==> config.mk <==
export PLATFORM = sky130hd
export DESIGN_NAME = binary_frame_loader
export DESIGN_NICKNAME = d
export VERILOG_FILES = /design/src/rtl/binary_frame_loader.sv
export SDC_FILE = /design/constraint.sdc
export NUM_CORES = 1
export LEC_CHECK = 0
export CAP_MARGIN = 20
export CORE_MARGIN = 2
export CORE_UTILIZATION = 47
export CTS_BUF_LIST = sky130_fd_sc_hd__clkbuf_8
export CTS_CLUSTER_DIAMETER = 120
export DETAILED_ROUTE_END_ITERATION = 8
export PLACE_DENSITY = 0.76
export REMOVE_ABC_BUFFERS = 1
export SYNTH_ARGS = -nofsm -noshare
export SYNTH_HDL_FRONTEND = slang
export SYNTH_SLANG_ARGS = --single-unit
==> constraint.sdc <==
create_clock -name clk -period 2 [get_ports clk]
set_input_delay 0.4 -clock clk [delete_from_list [all_inputs] [get_ports clk]]
set_output_delay 0.4 -clock clk [all_outputs]
set_load 0.02 [all_outputs]
==> src/rtl/binary_frame_loader.sv <==
// Writer side of the binary image memory: binarizes a raster pixel stream and writes
// it column-major (y fastest), then hands the frame to the median block via start.
module binary_frame_loader #(
  parameter int X_SIZE = 240,
  parameter int Y_SIZE = 180,
  parameter int PIX_W  = 8,
  parameter int ADDR_W = 8
) (
  input  logic              clk,
  input  logic              reset,
  input  logic [PIX_W-1:0]  pixelIn,
  input  logic              pixelValid,
  input  logic              pixelSof,
  output logic              pixelReady,
  input  logic [PIX_W-1:0]  binThreshold,
  output logic [ADDR_W-1:0] xAddressOut,
  output logic [ADDR_W-1:0] yAddressOut,
  output logic              binaryDataOut,
  output logic              binaryMemWriteEnable,
  output logic              start,
  input  logic              fullImageDone,
  output logic              frameError,
  output logic [15:0]       framesLoaded
);

  typedef enum logic [1:0] {
    IDLE  = 2'd0,
    LOAD  = 2'd1,
    FLUSH = 2'd2,
    BUSY  = 2'd3
  } state_t;

  localparam logic [ADDR_W-1:0] X_LAST = ADDR_W'(X_SIZE - 1);
  localparam logic [ADDR_W-1:0] Y_LAST = ADDR_W'(Y_SIZE - 1);

  state_t            state, stateNext;
  logic [ADDR_W-1:0] xCnt, yCnt, xCntNext, yCntNext;
  logic [ADDR_W-1:0] wrX, wrY;
  logic              accept, lastPixel, writeNow, errNow, doneNow;

  // Column-major raster step: y runs fastest, x advances when y wraps.
  function automatic logic [2*ADDR_W-1:0] advance(input logic [ADDR_W-1:0] x,
                                                  input logic [ADDR_W-1:0] y);
    if (y == Y_LAST) return {x + ADDR_W'(1), {ADDR_W{1'b0}}};
    else             return {x, y + ADDR_W'(1)};
  endfunction

  assign accept    = pixelValid & pixelReady;
  assign lastPixel = (xCnt == X_LAST) && (yCnt == Y_LAST);

  always_comb begin
    // NOTE: every signal driven here gets a default first, so no branch can infer a latch.
    stateNext = state;
    xCntNext  = xCnt;
    yCntNext  = yCnt;
    wrX       = xCnt;
    wrY       = yCnt;
    writeNow  = 1'b0;
    errNow    = 1'b0;
    doneNow   = 1'b0;
    case (state)
      IDLE: begin
        if (accept && pixelSof) begin
          writeNow               = 1'b1;
          wrX                    = '0;
          wrY                    = '0;
          {xCntNext, yCntNext}   = advance('0, '0);
          stateNext              = LOAD;
        end
      end
      LOAD: begin
        if (accept) begin
          writeNow = 1'b1;
          if (pixelSof) begin
            errNow               = 1'b1;
            wrX                  = '0;
            wrY                  = '0;
            {xCntNext, yCntNext} = advance('0, '0);
          end else if (lastPixel) begin
            xCntNext  = '0;
            yCntNext  = '0;
            stateNext = FLUSH;
          end else begin
            {xCntNext, yCntNext} = advance(xCnt, yCnt);
          end
        end
      end
      FLUSH: stateNext = BUSY;
      BUSY: begin
        if (fullImageDone) begin
          doneNow   = 1'b1;
          stateNext = IDLE;
        end
      end
      default: stateNext = IDLE;
    endcase
  end

  // NOTE: sequential state uses non-blocking assignments so every register samples pre-edge values.
  always_ff @(posedge clk or posedge reset) begin
    if (reset) begin
      state                <= IDLE;
      xCnt                 <= '0;
      yCnt                 <= '0;
      pixelReady           <= 1'b0;
      xAddressOut          <= '0;
      yAddressOut          <= '0;
      binaryDataOut        <= 1'b0;
      binaryMemWriteEnable <= 1'b0;
      start                <= 1'b0;
      frameError           <= 1'b0;
      framesLoaded         <= '0;
    end else begin
      state                <= stateNext;
      xCnt                 <= xCntNext;
      yCnt                 <= yCntNext;
      pixelReady           <= (stateNext == IDLE) || (stateNext == LOAD);
      binaryMemWriteEnable <= writeNow;
      start                <= (stateNext == BUSY);
      frameError           <= errNow;
      if (writeNow) begin
        xAddressOut   <= wrX;
        yAddressOut   <= wrY;
        binaryDataOut <= (pixelIn >= binThreshold);
      end
      if (doneNow) framesLoaded <= framesLoaded + 16'd1;
    end
  end

endmodule

==> impl_results.md, run 1 <==
* Overall power at 2.03 mW
* Post-Route Skew at 0.00753 ns
* DR WL met2 at 2510 um
* Max frequency at 541 MHz
* M1 WL at 2740 um
* Period utilisation layout at 92.4%
* DRT iter0 DRCs at 79
* CP required at 2.22 ns
* Comb power frac at 13.3%
* Leak Pwr at 1.61 nW
* Via density per instance at 5.43
* Full die area at 0.00619 sq mm
* Sequential fraction of the synthesis area at 52.5%
* Mapped Avg Cell Area at 11.1 sq um
* Synthesized area at 0.00262 sq mm
* Area delta synth->final at 33.9%
* Pin count of the biggest net entering global routing at 42
* Worst Path Max Fanout at 5
* CP startpoint kind: input port
* RSZ-0062 raised after global routing: false
* VDD IR-drop max at 0.432 mV
* Sequential Power Share at 57.2%
* Number of buffers created by CTS at 5
* Row count at 27
* Crit path DAT at 2.06 ns
* Max-slew violation count at 0
* Worst slew pin tran at 0.347 ns
* Synth Instances at 237
* Hold Crit Class: in -> async
* Clk buf depth at 2
* Via count of the first global-routing pass at 2,136
* Cts repair resizes at 0
* Synth Warn # at 0
* Psw at 0.511 mW
* Die W at 78.7 um
* Total I/O pin count at 58
* IO buf count at 57
* Final setup violation count at 0
* CTS root buffer: clkbuf_8
* Initial Util at 48.2%
* Yosys reg bits at 55
* Clock Power Share at 29.5%
* H-tree depth at 2
* Post-synth ARST share at 100%
* Internal at 1.52 mW
* DR vias at 2,119
* Final WL at 5670 um
* Most used DFF post-synth: dfrtp_1
* Max-cap violations at 0
* First-pass GRT wire length at 9930 um
* Die height at 78.7 um
* Final min period at 1.85 ns
* Grt ovf at 0
* Number of routed nets with antenna violations at 0
* Slew HR at 76.6%
* Worst Setup End Kind: flip-flop
* # hold bufs at CTS at 0
* DRC at 0
* Critical path class: in -> reg
* HPWL Detailed at 4200 um
* Final hold vios at 0
* Core area at 0.00544 sq mm
* Wire per inst at 14.5 um
* Synth unique cells at 49
* GP Congestion at 0.904
* Pwr/cell area at 578 mW/mm^2
* Tot GR Track Use at 20.2%
* Post-CTS Repair Setup Buffers at 0
* Final nets at 349
* Worst R2R Setup Slack at 0.23 ns
* Non-filler cells, final at 390
* Worst reg2reg path endpoint: xCnt[5]
* First-pass iteration count of the detailed router at 4
* Top layer in use: met4
* Worst reg2reg path startpoint: yCnt[1]
* Status: finished clean
* Initial antenna violation count at 0
* DP Cell Count at 382
* Share of post-route cells with drive strength above 1 at 12.6%
* Antenna diode count at 0
* Worst skew pair latency at 0.31 ns
* Reg2Reg Depth at 6
* TritonCTS clock tree: built
* Commonest non-fill, non-tap cells in the layout: 57 x clkdlybuf4s50_1, 55 x dfrtp_1, 22 x buf_4
* Metal3 WL at 316 um
* Switch share at 25.2%
* Post-synth EDFFs at 0
* Clock sinks at 55
* Sum Neg Setup Slack at 0 ns
* CTS clk-pin slew, worst paths at 0.10 ns
* Commonest non-fill, non-tap cell in the layout: clkdlybuf4s50_1
[sequential cells by signal, indices dropped and copies added, names as in the netlist]
register              count
yAddressOut               8
frameError                1
yCnt                      8
framesLoaded             16
state                     2
binaryMemWriteEnable      1
xCnt                      8
xAddressOut               8
pixelReady                1
binaryDataOut             1
start                     1
[critical path, cell delays in order]
cell and delay [ns]:
clkdlybuf4s50_1 0.48, or3b_1 0.46, nor4b_4 0.37, nand2_1 0.13, o31ai_1 0.22
[cells in the mapped netlist, drive strengths merged (2+ instances only)]
master / n / area, sq um
nand4: 8 / 50.1
nand2: 12 / 45.0
nor3: 4 / 20.0
ha: 11 / 138
a221o: 3 / 32.5
dfrtp: 55 / 1380
inv: 15 / 56.3
a21oi: 4 / 20.0
clkbuf: 2 / 7.51
o21ai: 6 / 30.0
nor2: 17 / 63.8
nand2b: 2 / 12.5
or2: 3 / 18.8
a22o: 16 / 140
and3: 5 / 31.3
nand3: 14 / 70.1
xor2: 5 / 43.8
buf: 5 / 33.8
a31oi: 3 / 18.8
o21a: 2 / 15.0
nor4b: 3 / 53.8
xnor2: 15 / 131
a211oi: 2 / 15.0
nor4: 5 / 31.3
[routing by layer]
metal,vias up,global-route usage (%)
met2,64,31.1
met3,11,3.86
met4,0,7.89
met1,1014,28.3
met5,-,0
li1,1030,-
[final cells by class]
type	count	area [sq um]
clock inverter	3	16.3
inverter	15	56.3
fill	437	1930
multi-input combinational	160	1150
sequential	55	1380
tap	72	90.1
clock buffer	5	68.8
timing repair buffer	80	756
[per-stage QoR]
stage | cell area [sq um] | hold WS [ns] | setup WS, ns | util [%]
after CTS | 3510 | 0.366 | 0.171 | 64.6
final | 3510 | 0.358 | 0.152 | 64.6
after global placement | 3430 | 0.461 | -0.123 | 63.0
after detailed placement | 3430 | 0.478 | -0.155 | 63.0
after floorplan | 2580 | 0.479 | -0.152 | -
after global routing | 3510 | 0.396 | 0.0348 | 64.6
[cells by family after synthesis]
kind of cell / count (synthesis) / share of synthesized area (%)
AO/OA/AOI/OAI: 48 / 14.1
XOR/XNOR: 20 / 6.68
adder cells (fa/ha/maj): 11 / 5.25
buffers and inverters: 22 / 3.72
flip-flops: 55 / 52.5
multiplexers: 2 / 0.811
AND/OR/NAND/NOR: 79 / 16.9
[how the worst max path moves through the flow]
stage | depth (start not counted) | endpoint | slack [ns] | start
after floorplan | 5 | binaryDataOut | -0.15 | state[0]
after global placement | 5 | xCnt[5] | -0.12 | pixelSof
after detailed placement | 5 | xCnt[4] | -0.16 | pixelSof
after CTS | 1 | framesLoaded[9] | 0.17 | framesLoaded[9]
after global routing | 5 | xCnt[4] | 0.03 | pixelSof
final | 5 | xCnt[4] | 0.15 | pixelSof
[power groups by stage]
stage	logic, mW	registers [mW]	clock network, mW
3_5_place_dp	0.274	1.18	0
6_report	0.270	1.16	0.599
5_1_grt	0.300	1.16	0.660
3_3_place_gp	0.269	1.18	0
2_1_floorplan	0.106	1.20	0
4_1_cts	0.275	1.16	0.616
Note: power is estimated with default switching activity, not from simulation.
==> run 2, diff against run 1 <==
CORE_UTILIZATION = 52   (was 47)
PLACE_DENSITY = 0.83   (was 0.76)
==> run 2 against run 1 <==
Global-route usage increased by 2.0 points. Count of clock-buffer cells in the layout grew 2. Combinational power is 3% higher. Power rose by 3.2%. Final cell count down 1.0%. Via count is 2.0% higher. Register-to-register slack got worse by 0.03 ns. Critical path type unchanged. Critical endpoint is now xCnt[3].
==> impl_results.md, run 2 (synthesis gave the netlist of run 1 again) <==
* Tot GR Track Use at 22.1%
* Worst Path Max Fanout at 9
* Final hold vios at 0
* Grt ovf at 0
* Hold Crit Class: in -> async
* Max-cap violations at 0
* DRC at 0
* CTS clk-pin slew, worst paths at 0.09 ns
* Register area at 0.00138 sq mm
* Wire per inst at 15.2 um
* Crit path DAT at 2.14 ns
* Metal3 WL at 450 um
* Clk buf depth at 2
* Period utilisation layout at 95.0%
* Share of post-route cells with drive strength above 1 at 13.2%
* DRT iter0 DRCs at 126
* Hold WS at 0.393 ns
* Cts repair resizes at 0
* Core area at 0.00479 sq mm
* Number of routed nets with antenna violations at 0
* Final setup violation count at 0
* DR WL met2 at 2740 um
* Number of buffers created by CTS at 5
* GP Congestion at 0.937
* Number of fill cells at 315
* M1 WL at 2630 um
* Pwr/cell area at 590 mW/mm^2
* TritonCTS clock tree: built
* Multi-input gate area at 0.00115 sq mm
* Reg2Reg Depth at 5
* HPWL Detailed at 4340 um
* Via density per instance at 5.60
* First-pass GRT wire length at 9470 um
* Die height at 75.0 um
* Row count at 25
* CTS root buffer: clkbuf_8
* Die W at 75.0 um
* Post-CTS Repair Setup Buffers at 0
* Post-Route Skew at 0.00360 ns
* First-pass iteration count of the detailed router at 4
* Final nets at 350
* Max-slew violation count at 0
* Max reg flops at 16
* # hold bufs at CTS at 0
* H-tree depth at 2
* IO buf count at 57
* Top reg by flops: framesLoaded
* Pin count of the biggest net entering global routing at 22
* Via count of the first global-routing pass at 2,011
* Area delta synth->final at 35.2%
* Full die area at 0.00563 sq mm
* Commonest non-fill, non-tap cells in the layout: 57 x clkdlybuf4s50_1, 55 x dfrtp_1, 22 x buf_4
* CP required at 2.24 ns
* Clock sinks at 55
* Worst slew pin tran at 0.451 ns
* Initial Util at 54.8%
* Slew HR at 69.7%
* Critical path class: in -> reg
* Status: finished clean
* VDD IR-drop max at 0.423 mV
* Initial antenna violation count at 0
* Worst Setup End Kind: flip-flop
* Commonest non-fill, non-tap cell in the layout: clkdlybuf4s50_1
* Top layer in use: met4
* Antenna diode count at 0
* Worst skew pair latency at 0.30 ns
* Final min period at 1.90 ns
* RSZ-0062 raised after global routing: false
* CP startpoint kind: input port
* Layout Utilization at 74.1%
* Final WL at 5870 um
* Max frequency at 526 MHz
* Leak Pwr at 1.63 nW
* Overall power at 2.09 mW
* Total I/O pin count at 58
* DR vias at 2,161
[run 2: changes by cell type in the layout (fill, tap and decap cells not counted)]
cell      before  now
clkbuf_8       5    7
buf_12         1    2
clkinv_2       1    0
inv_1         15   14
[run 2: per-layer routing]
metal	global-route usage [%]	vias to the layer above
met5	0	-
met4	4.76	0
met3	5.22	5
met2	36.2	78
met1	30.5	1045
li1	-	1033
[run 2: per-stage QoR]
stage,instances,area (sq um),setup TNS [ns],setup slack (ns)
3_5_place_dp,378,3440,-2.00,-0.179
6_report,386,3540,0,0.100
3_3_place_gp,378,3440,-1.17,-0.116
5_1_grt,386,3540,0,0.0185
4_1_cts,386,3540,0,0.133
2_1_floorplan,230,2580,-0.304,-0.152
[run 2: report_power, final]
part / internal [mW] / switching, mW
combinational: 0.141 / 0.138
clock: 0.315 / 0.338
sequential: 1.14 / 0.0204
[run 2: layout make-up]
cell class | count | area share [%]
clock inverters | 1 | 0.212
well taps | 67 | 2.36
inverters | 15 | 1.59
clock buffers | 7 | 2.72
repair buffers | 81 | 21.9
flip-flops and latches | 55 | 38.8
multi-input cells | 160 | 32.4
[run 2: final timing paths]
path,slack (ns),end,from
min in group clk,0.50,framesLoaded[13],framesLoaded[13]
worst max-delay path,0.10,xCnt[3],pixelSof
worst min-delay path,0.39,yAddressOut[5],reset
worst max register to register,0.20,xCnt[3],xCnt[0]
worst min register to register,0.50,framesLoaded[13],framesLoaded[13]
max in group asynchronous,1.17,framesLoaded[11],reset
[run 2: critical path, stage by stage]
cell and delay [ns]:
clkdlybuf4s50_1 0.47, or3b_1 0.46, buf_4 0.19, a41oi_1 0.26, and4_1 0.24, a221o_2 0.11
==> run 3, diff against run 2 <==
SKIP_CTS_REPAIR_TIMING = 1   (was default)
==> results of run 3 <==
No change in the layout: final DEF, timing and power equal those of run 2.
